<file path="config.mk">
export PLATFORM = sky130hd
export DESIGN_NAME = imem_loader_ctrl
export DESIGN_NICKNAME = d
export VERILOG_FILES = /design/src/rtl/imem_loader_pkg.sv /design/src/rtl/imem_word_packer.sv /design/src/rtl/imem_loader_ctrl.sv
export SDC_FILE = /design/constraint.sdc
export NUM_CORES = 1
export LEC_CHECK = 0
export BUFFER_PORTS_ARGS = -buffer_cell sky130_fd_sc_hd__clkbuf_2
export CORE_UTILIZATION = 35
export CTS_BUF_LIST = sky130_fd_sc_hd__clkbuf_8
export CTS_CLUSTER_SIZE = 24
export DETAILED_ROUTE_END_ITERATION = 8
export PLACE_DENSITY_LB_ADDON = 0.12
export SLEW_MARGIN = 20
export SYNTH_ARGS = -nofsm -noshare
export SYNTH_HDL_FRONTEND = slang
export SYNTH_SLANG_ARGS = --single-unit
</file>
<file path="constraint.sdc">
create_clock -name clk -period 10 [get_ports clk]
set_clock_uncertainty 0.15 [all_clocks]
set_input_delay 1 -clock clk [delete_from_list [all_inputs] [get_ports clk]]
set_output_delay 1 -clock clk [all_outputs]
set_load 0.03 [all_outputs]
</file>
<file path="src/rtl/imem_loader_pkg.sv">
// Shared types and constants for the instruction-memory loader.
// Word packing is fixed at four little-endian bytes.
package imem_loader_pkg;

  typedef enum logic [1:0] {
    IDLE,
    RECV,
    WRITE,
    DONE
  } state_e;

  localparam int BYTES_PER_WORD = 4;
  localparam int WORD_STRIDE    = 4;

endpackage

</file>
<file path="src/rtl/imem_word_packer.sv">
// Collects loader bytes into a 32-bit little-endian instruction word.
// word_full flags the byte that completes the current word.
module imem_word_packer
  import imem_loader_pkg::*;
(
  input  logic        clk,
  input  logic        rst,
  input  logic        clear,
  input  logic        byte_en,
  input  logic [7:0]  byte_data,
  output logic [31:0] word,
  output logic        word_full
);

  logic [1:0]  cnt_q, cnt_d;
  logic [31:0] word_q, word_d;

  always_comb begin
    cnt_d  = cnt_q;
    word_d = word_q;
    if (clear) begin
      cnt_d  = '0;
      word_d = '0;
    end else if (byte_en) begin
      word_d[{cnt_q, 3'b000} +: 8] = byte_data;
      cnt_d = cnt_q + 2'd1;
    end
  end

  always_ff @(posedge clk) begin
    if (rst) begin
      cnt_q  <= '0;
      word_q <= '0;
    end else begin
      cnt_q  <= cnt_d;
      word_q <= word_d;
    end
  end

  assign word      = word_q;
  assign word_full = byte_en
                   & (cnt_q == 2'(BYTES_PER_WORD - 1));

endmodule

</file>
<file path="src/rtl/imem_loader_ctrl.sv">
// Shares the imem address port between CPU fetch and a byte loader.
// Define IMEM_LOADER_CHECKSUM_EN to build the per-session word sum.
module imem_loader_ctrl
  import imem_loader_pkg::*;
#(
  parameter int ADDR_WIDTH = 32,
  parameter int DATA_WIDTH = 32,
  parameter int LEN_WIDTH  = 16,
  parameter logic [ADDR_WIDTH-1:0] BASE_ADDR = '0
) (
  input  logic                  clk,
  input  logic                  rst,
  input  logic                  load_start,
  input  logic [LEN_WIDTH-1:0]  load_len,
  input  logic                  byte_valid,
  input  logic [7:0]            byte_data,
  output logic                  byte_ready,
  input  logic [ADDR_WIDTH-1:0] fetch_addr,
  output logic [ADDR_WIDTH-1:0] mem_addr,
  output logic                  mem_wr_en,
  output logic [DATA_WIDTH-1:0] mem_wr_data,
  output logic                  cpu_stall,
  output logic                  busy,
  output logic                  load_done,
  output logic [DATA_WIDTH-1:0] load_sum
);

  state_e               state_q, state_d;
  logic [LEN_WIDTH-1:0] len_q, len_d;
  logic [LEN_WIDTH-1:0] wcnt_q, wcnt_d;
  logic                 clear;
  logic                 byte_en;
  logic                 word_full;
  logic [31:0]          word;
  logic [ADDR_WIDTH-1:0] wr_addr;

  assign byte_en = byte_valid & byte_ready;
  assign wr_addr = BASE_ADDR
                 + ADDR_WIDTH'(wcnt_q) * ADDR_WIDTH'(WORD_STRIDE);

  imem_word_packer u_packer (
    .clk       (clk),
    .rst       (rst),
    .clear     (clear),
    .byte_en   (byte_en),
    .byte_data (byte_data),
    .word      (word),
    .word_full (word_full)
  );

  always_comb begin
    state_d    = state_q;
    len_d      = len_q;
    wcnt_d     = wcnt_q;
    clear      = 1'b0;
    byte_ready = 1'b0;
    mem_wr_en  = 1'b0;
    load_done  = 1'b0;
    mem_addr   = fetch_addr;
    unique case (state_q)
      IDLE: begin
        if (load_start) begin
          clear  = 1'b1;
          len_d  = load_len;
          wcnt_d = '0;
          state_d = (load_len == '0) ? DONE : RECV;
        end
      end
      RECV: begin
        byte_ready = 1'b1;
        mem_addr   = wr_addr;
        if (word_full) state_d = WRITE;
      end
      WRITE: begin
        mem_wr_en = 1'b1;
        mem_addr  = wr_addr;
        if (wcnt_q == len_q - LEN_WIDTH'(1)) begin
          state_d = DONE;
        end else begin
          wcnt_d  = wcnt_q + LEN_WIDTH'(1);
          state_d = RECV;
        end
      end
      DONE: begin
        load_done = 1'b1;
        state_d   = IDLE;
      end
      default: state_d = IDLE;
    endcase
  end

  always_ff @(posedge clk) begin
    if (rst) begin
      state_q <= IDLE;
      len_q   <= '0;
      wcnt_q  <= '0;
    end else begin
      state_q <= state_d;
      len_q   <= len_d;
      wcnt_q  <= wcnt_d;
    end
  end

  assign busy        = (state_q != IDLE);
  assign cpu_stall   = busy;
  assign mem_wr_data = DATA_WIDTH'(word);

`ifdef IMEM_LOADER_CHECKSUM_EN
  logic [DATA_WIDTH-1:0] sum_q, sum_d;

  always_comb begin
    sum_d = sum_q;
    if (clear)          sum_d = '0;
    else if (mem_wr_en) sum_d = sum_q + mem_wr_data;
  end

  always_ff @(posedge clk) begin
    if (rst) sum_q <= '0;
    else     sum_q <= sum_d;
  end

  assign load_sum = sum_q;
`else
  assign load_sum = '0;
`endif

endmodule

</file>
# Word level (Yosys, flattened, before mapping)
# Cells that the tools add are included.
[word_totals] mem_bits_rw=0 latchBits=0 register_bits=68 mem_bits_ro=0 wordCells=45 mem_count=0 inputBits=60 output_inout_bits=101
[classes] div_mod_pow=0 n_mul=0 n_shift=2 bitwise_logic=2 eq_ne=8 n_lt_le_gt_ge=0 addsub=4 muxes=15 reduce_logical=9
[ops] cell="bitwise mux 32 bit" n=1
[ops] cell="two-way mux 16 bit" n=2
[ops] cell="two-way mux 32 bit" n=1
[ops] cell="case mux 16 bit (2 select lines)" n=1
[ops] cell="variable shift 8 x 7 -> 32 bit, first input constant" n=1
[ops] cell="indexed part select 8 x 7 -> 32 bit" n=1
[ops] cell="adder 16 x 1 -> 16 bit, second input constant" n=1
[ops] cell="equality test 16 bit" n=1
[ops] cell="logical NOT 16 bit" n=1
[ops] cell="subtractor 16 x 1 -> 16 bit, second input constant" n=1
[ops] cell="two-way mux 2 bit" n=4
[ops] cell="case mux 2 bit (4 select lines)" n=1
[ops] cell="negation 5 -> 7 bit" n=1
[ops] cell="equality test 2 bit, second input constant" n=3
[ops] cell="two-way mux 1 bit" n=5
[ops] cell="inequality test 2 bit, second input constant" n=2
[ops] cell="AND reduction 2 bit" n=2
[ops] cell="nonzero test 2 bit" n=2
[ops] cell="OR reduction 2 bit" n=2
[ops] cell="AND reduction 3 bit" n=1
[ops] cell="adder 2 x 1 -> 2 bit, second input constant" n=1
[ops] cell="AND 1 bit" n=2
[ops] cell="equality test 2 x 1 -> 1 bit, second input constant" n=1
[ops] cell="logical NOT 2 bit" n=1
[ops] cell="inequality test 2 x 1 -> 1 bit, second input constant" n=1

# Logic depth before layout (Yosys ltp)
[depth] ltp_word=6 depth_mapped=11 mapped_depth_nobuf=9

# Hierarchy
# A second synthesis with hierarchy kept.
[unflattened] hier_cells=497 hier_area_um2=4076.4
[by_module_without_submodules] module="imem_loader_ctrl" seq_area_each_um2=680.7 cells_each=356 area_each_um2=2726.4 n_inst=1
[by_module_without_submodules] module="imem_word_packer" seq_area_each_um2=680.7 cells_each=141 area_each_um2=1350.0 n_inst=1

# Worst setup path after synthesis
# OpenSTA, ideal clock, no wires.
[synth_path] kind="register to register" from="reg len_q[5]" to="reg state_q[1]" synth_period_minus_slack_ps=3124 arrival_time_ps=2886 setup_time_ps=88 n_path_buf=3 path_stages_with_launch=11 slack_ps=6876 required_time_ps=9762 cell_sequence="dfxtp_1 -> buf_6 -> or4_1 -> buf_2 -> o31a_1 -> or3_1 -> a31o_2 -> a2111oi_4 -> buf_6 -> o21ai_1 -> a311oi_2"
[synth_between] elab_chain_cells=4
[synth_lines] element="start: declaration" line_no="imem_loader_ctrl.sv:29" rtl="logic [LEN_WIDTH-1:0] len_q, len_d;"
[synth_lines] element="start signal: assignment" line_no="imem_loader_ctrl.sv:99" rtl="len_q <= len_d;"
[synth_lines] element="subtractor 16 x 1 -> 16 bit" line_no="imem_loader_ctrl.sv:77" rtl="if (wcnt_q == len_q - LEN_WIDTH'(1)) begin"
[synth_lines] element="equality test 16 bit" line_no="imem_loader_ctrl.sv:77"
[synth_lines] element="two-way mux 2 bit" line_no="imem_loader_ctrl.sv:77"
[synth_lines] element="case mux 2 bit (4 select lines)" line_no="imem_loader_ctrl.sv:60" rtl="unique case (state_q)"
[synth_lines] element="end signal: assignment" line_no="imem_loader_ctrl.sv:98" rtl="state_q <= state_d;"
[synth_lines] element="end: declaration" line_no="imem_loader_ctrl.sv:28" rtl="state_e state_q, state_d;"
# Every way passes these cells.
# A chain may end at the register's enable or synchronous reset.

# Final worst setup path
[layout_path] from="reg len_q[0]" to="reg wcnt_q[2]"
[layout_between] elab_chain_cells=4
[layout_lines] element="subtractor 16 x 1 -> 16 bit" line_no="imem_loader_ctrl.sv:77"
[layout_lines] element="equality test 16 bit" line_no="imem_loader_ctrl.sv:77"
[layout_lines] element="inequality test 2 bit (no line)"
[layout_lines] element="AND reduction 3 bit (no line)"
[layout_lines] element="end signal: assignment" line_no="imem_loader_ctrl.sv:100" rtl="wcnt_q <= wcnt_d;"
[layout_lines] element="end: declaration" line_no="imem_loader_ctrl.sv:30" rtl="logic [LEN_WIDTH-1:0] wcnt_q, wcnt_d;"
# Every way passes these cells.

==> results_dict.tcl <==
set metrics [dict create \
    postCtsSetupBuffers 0 \
    yosysSeqAreaShare 0.341 \
    htreeDepth 3 \
    crit_chain "inv_1, ha_1, or4b_1, o31a_1, or3_1, a31o_2, a2111oi_4, buf_4, nor3b_1, a41o_1" \
    reg2reg_to "wcnt_q[2]" \
    min_period_over_period 0.339 \
    peakVddDrop_uv 113 \
    cts_tree "yes" \
    multi_input_area_mm2 0.00231 \
    core_mm2 0.0110 \
    area_growth_syn_to_layout_pct 20.7 \
    hold_class "flip-flop to flip-flop" \
    antenna_found_initial 0 \
    final_area_mm2 0.00482 \
    layout_min_cycle_time_ns 3.39 \
    grt_use_total 0.185 \
    vias_per_cell 5.17 \
    report.final.slew_viol_count 0 \
    reg2regPathDepth 10 \
    crit_fanout 28 \
    first_global_vias 3508 \
    r2r_setup_slack_ns 6.61 \
    start_util 0.364 \
    tightest_slew_ns 0.807 \
    synth_ff_type "dfxtp_1" \
    synth_edf_count 0 \
    clock_latency_ns 0.35 \
    hold_buffers 0 \
    hold_violations 0 \
    cts_buffers 9 \
    synthArstFlopShare 0 \
    synth_area_mm2 0.00399 \
    route.detailed.drc 0 \
    p_leak_uw 0.00206 \
    power_density_mw_per_mm2 240 \
    drv_cap 0 \
    slew-limit-headroom 0.457 \
    ant_nets 0 \
    min_path_cells 2 \
    syn_inst 485 \
    grt_setup_unrepaired "false" \
    die_area_mm2 0.0118 \
    crit_path_top_delay_cell "or4b_1" \
    clock_path_buffers 2 \
    fillers 1122 \
    path_clk_slew_ns 0.08 \
    r2r-start "len_q[0]" \
    crit_path_max_incr_delay_ns 0.48 \
    nets 671 \
    arrival_ns 3.48 \
    layout_common_cells "clkbuf_2, dfxtp_1, nand2_1, nor2_1" \
    synthDistinctLibCells 54 \
    gp_congestion 0.802 \
    grt_pass1_wl_um 17100 \
    post_drt_wl_per_cell_um 14.7 \
    seq_area_mm2 0.00136 \
    row_count 38 \
    via_count 3848 \
    yosys_register_bits 68 \
    yosys_warnings 0 \
    status "completed" \
    max_freq_ghz 0.295 \
    diodes 0 \
    final_common_cell "clkbuf_2" \
    crit_required_ns 10.09 \
    die_x_um 109 \
    drtIter0Drc 132 \
    synth.avg_cell_area_um2 8.23 \
    startpoint_type "flip-flop" \
    wl_um 11000 \
    worst_setup_path_end_kind "flip-flop" \
    critical_path_class "flip-flop to flip-flop" \
    setup_tns_ns 0 \
    overflow 0 \
    drive_above_1_share 0.291 \
    cts_root_buf "clkbuf_8" \
    grt_start_max_net_pins 35 \
    setup_viol 0 \
    crit_start "len_q[0]" \
    firstDrtPassIters 4 \
    min_delay_worst_endpoint "len_q[10]" \
    place_area_mm2 0.00458 \
    ctsResizeCount 0 \
    clock_sinks 68 \
    die_h_um 109 \
    ios 161 \
    hpwl_um 8300 \
    io_buffers 128 \
    hp-start "len_q[10]" \
]
[worst max-delay path: cells and delay by family (launching register included)]
family / cells / cell delay, ns
flops: 1 / 0.37
buf+inv: 2 / 0.41
compound gates: 4 / 1.15
simple gates: 3 / 0.97
fa+ha+maj: 1 / 0.24
[per-stage QoR]
step                      std cells  hold slack, ns  total power, uW   util  setup WS (ns)
final                           745           0.353             1160  0.439           6.61
after global routing            745           0.376             1230  0.439           6.47
after CTS                       745           0.365             1170  0.438           6.36
after detailed placement        729           0.344              899  0.417           6.65
after global placement          729           0.339              893  0.417           6.72
after floorplan                 516           0.298              777      -           6.88
[per-layer routing]
layer  up-vias  part of all wire  GRT usage
met1      1815              0.43      0.216
met5         -                 0          0
met3        15             0.045     0.0377
met2       110              0.51      0.332
li1       1908                 -          -
met4         0             0.014     0.0676
[power by group]
group | internal (uW) | switching (uW) | total [uW]
registers | 291 | 26.5 | 317
clock network | 150 | 117 | 267
logic | 188 | 385 | 573
total | 629 | 529 | 1160
[Yosys cell counts (11+ instances only)]
library cell / n / area (um2)
clkbuf_1: 20 / 75.1
a21oi_1: 28 / 140
nor3_1: 13 / 65.1
buf_4: 33 / 248
mux2_2: 17 / 191
ha_1: 11 / 138
or4_1: 13 / 97.6
dfxtp_1: 68 / 1360
nor2b_1: 18 / 113
nand2_1: 51 / 191
nor2_1: 44 / 165
nand3_1: 17 / 85.1
inv_1: 14 / 52.6
a22oi_1: 32 / 240
[flip-flops by register name, summed over array words and instances, names as in the netlist]
| name | count |
|---|---|
| u_packer.word | 32 |
| wcnt_q | 16 |
| len_q | 16 |
| state_q | 2 |
| u_packer.cnt_q | 2 |
[logic make-up (layout without fill, tap and decap cells)]
group / Yosys count / count (layout) / synth area share
DFF: 68 / 68 / 0.341
xor gates and xnor gates: 18 / 18 / 0.0395
buffers and inverters: 75 / 164 / 0.110
other: 1 / 32 / 0.000939
and+or+nand+nor: 187 / 187 / 0.232
muxes: 18 / 18 / 0.0505
adders and majority gates: 11 / 11 / 0.0345
AOI/OAI and AO/OA: 107 / 107 / 0.191
[how the worst max path moves through the flow]
stage                   endpoint  slack, ns
floorplan             state_q[1]       6.88
global placement       wcnt_q[2]       6.72
detailed placement     wcnt_q[2]       6.65
CTS                 mem_addr[11]       6.36
global route           wcnt_q[2]       6.47
finish                 wcnt_q[2]       6.61
[final cells by class]
| cell class | count | share of cell area |
|---|---|---|
| Sequential cell | 68 | 0.283 |
| Inverter | 15 | 0.0117 |
| Tap cell | 140 | 0.0364 |
| Timing Repair Buffer | 133 | 0.141 |
| Clock buffer | 10 | 0.0286 |
| Clock inverter | 6 | 0.0197 |
| Multi-Input combinational cell | 373 | 0.480 |
Note: power is estimated with default switching activity, not from simulation.
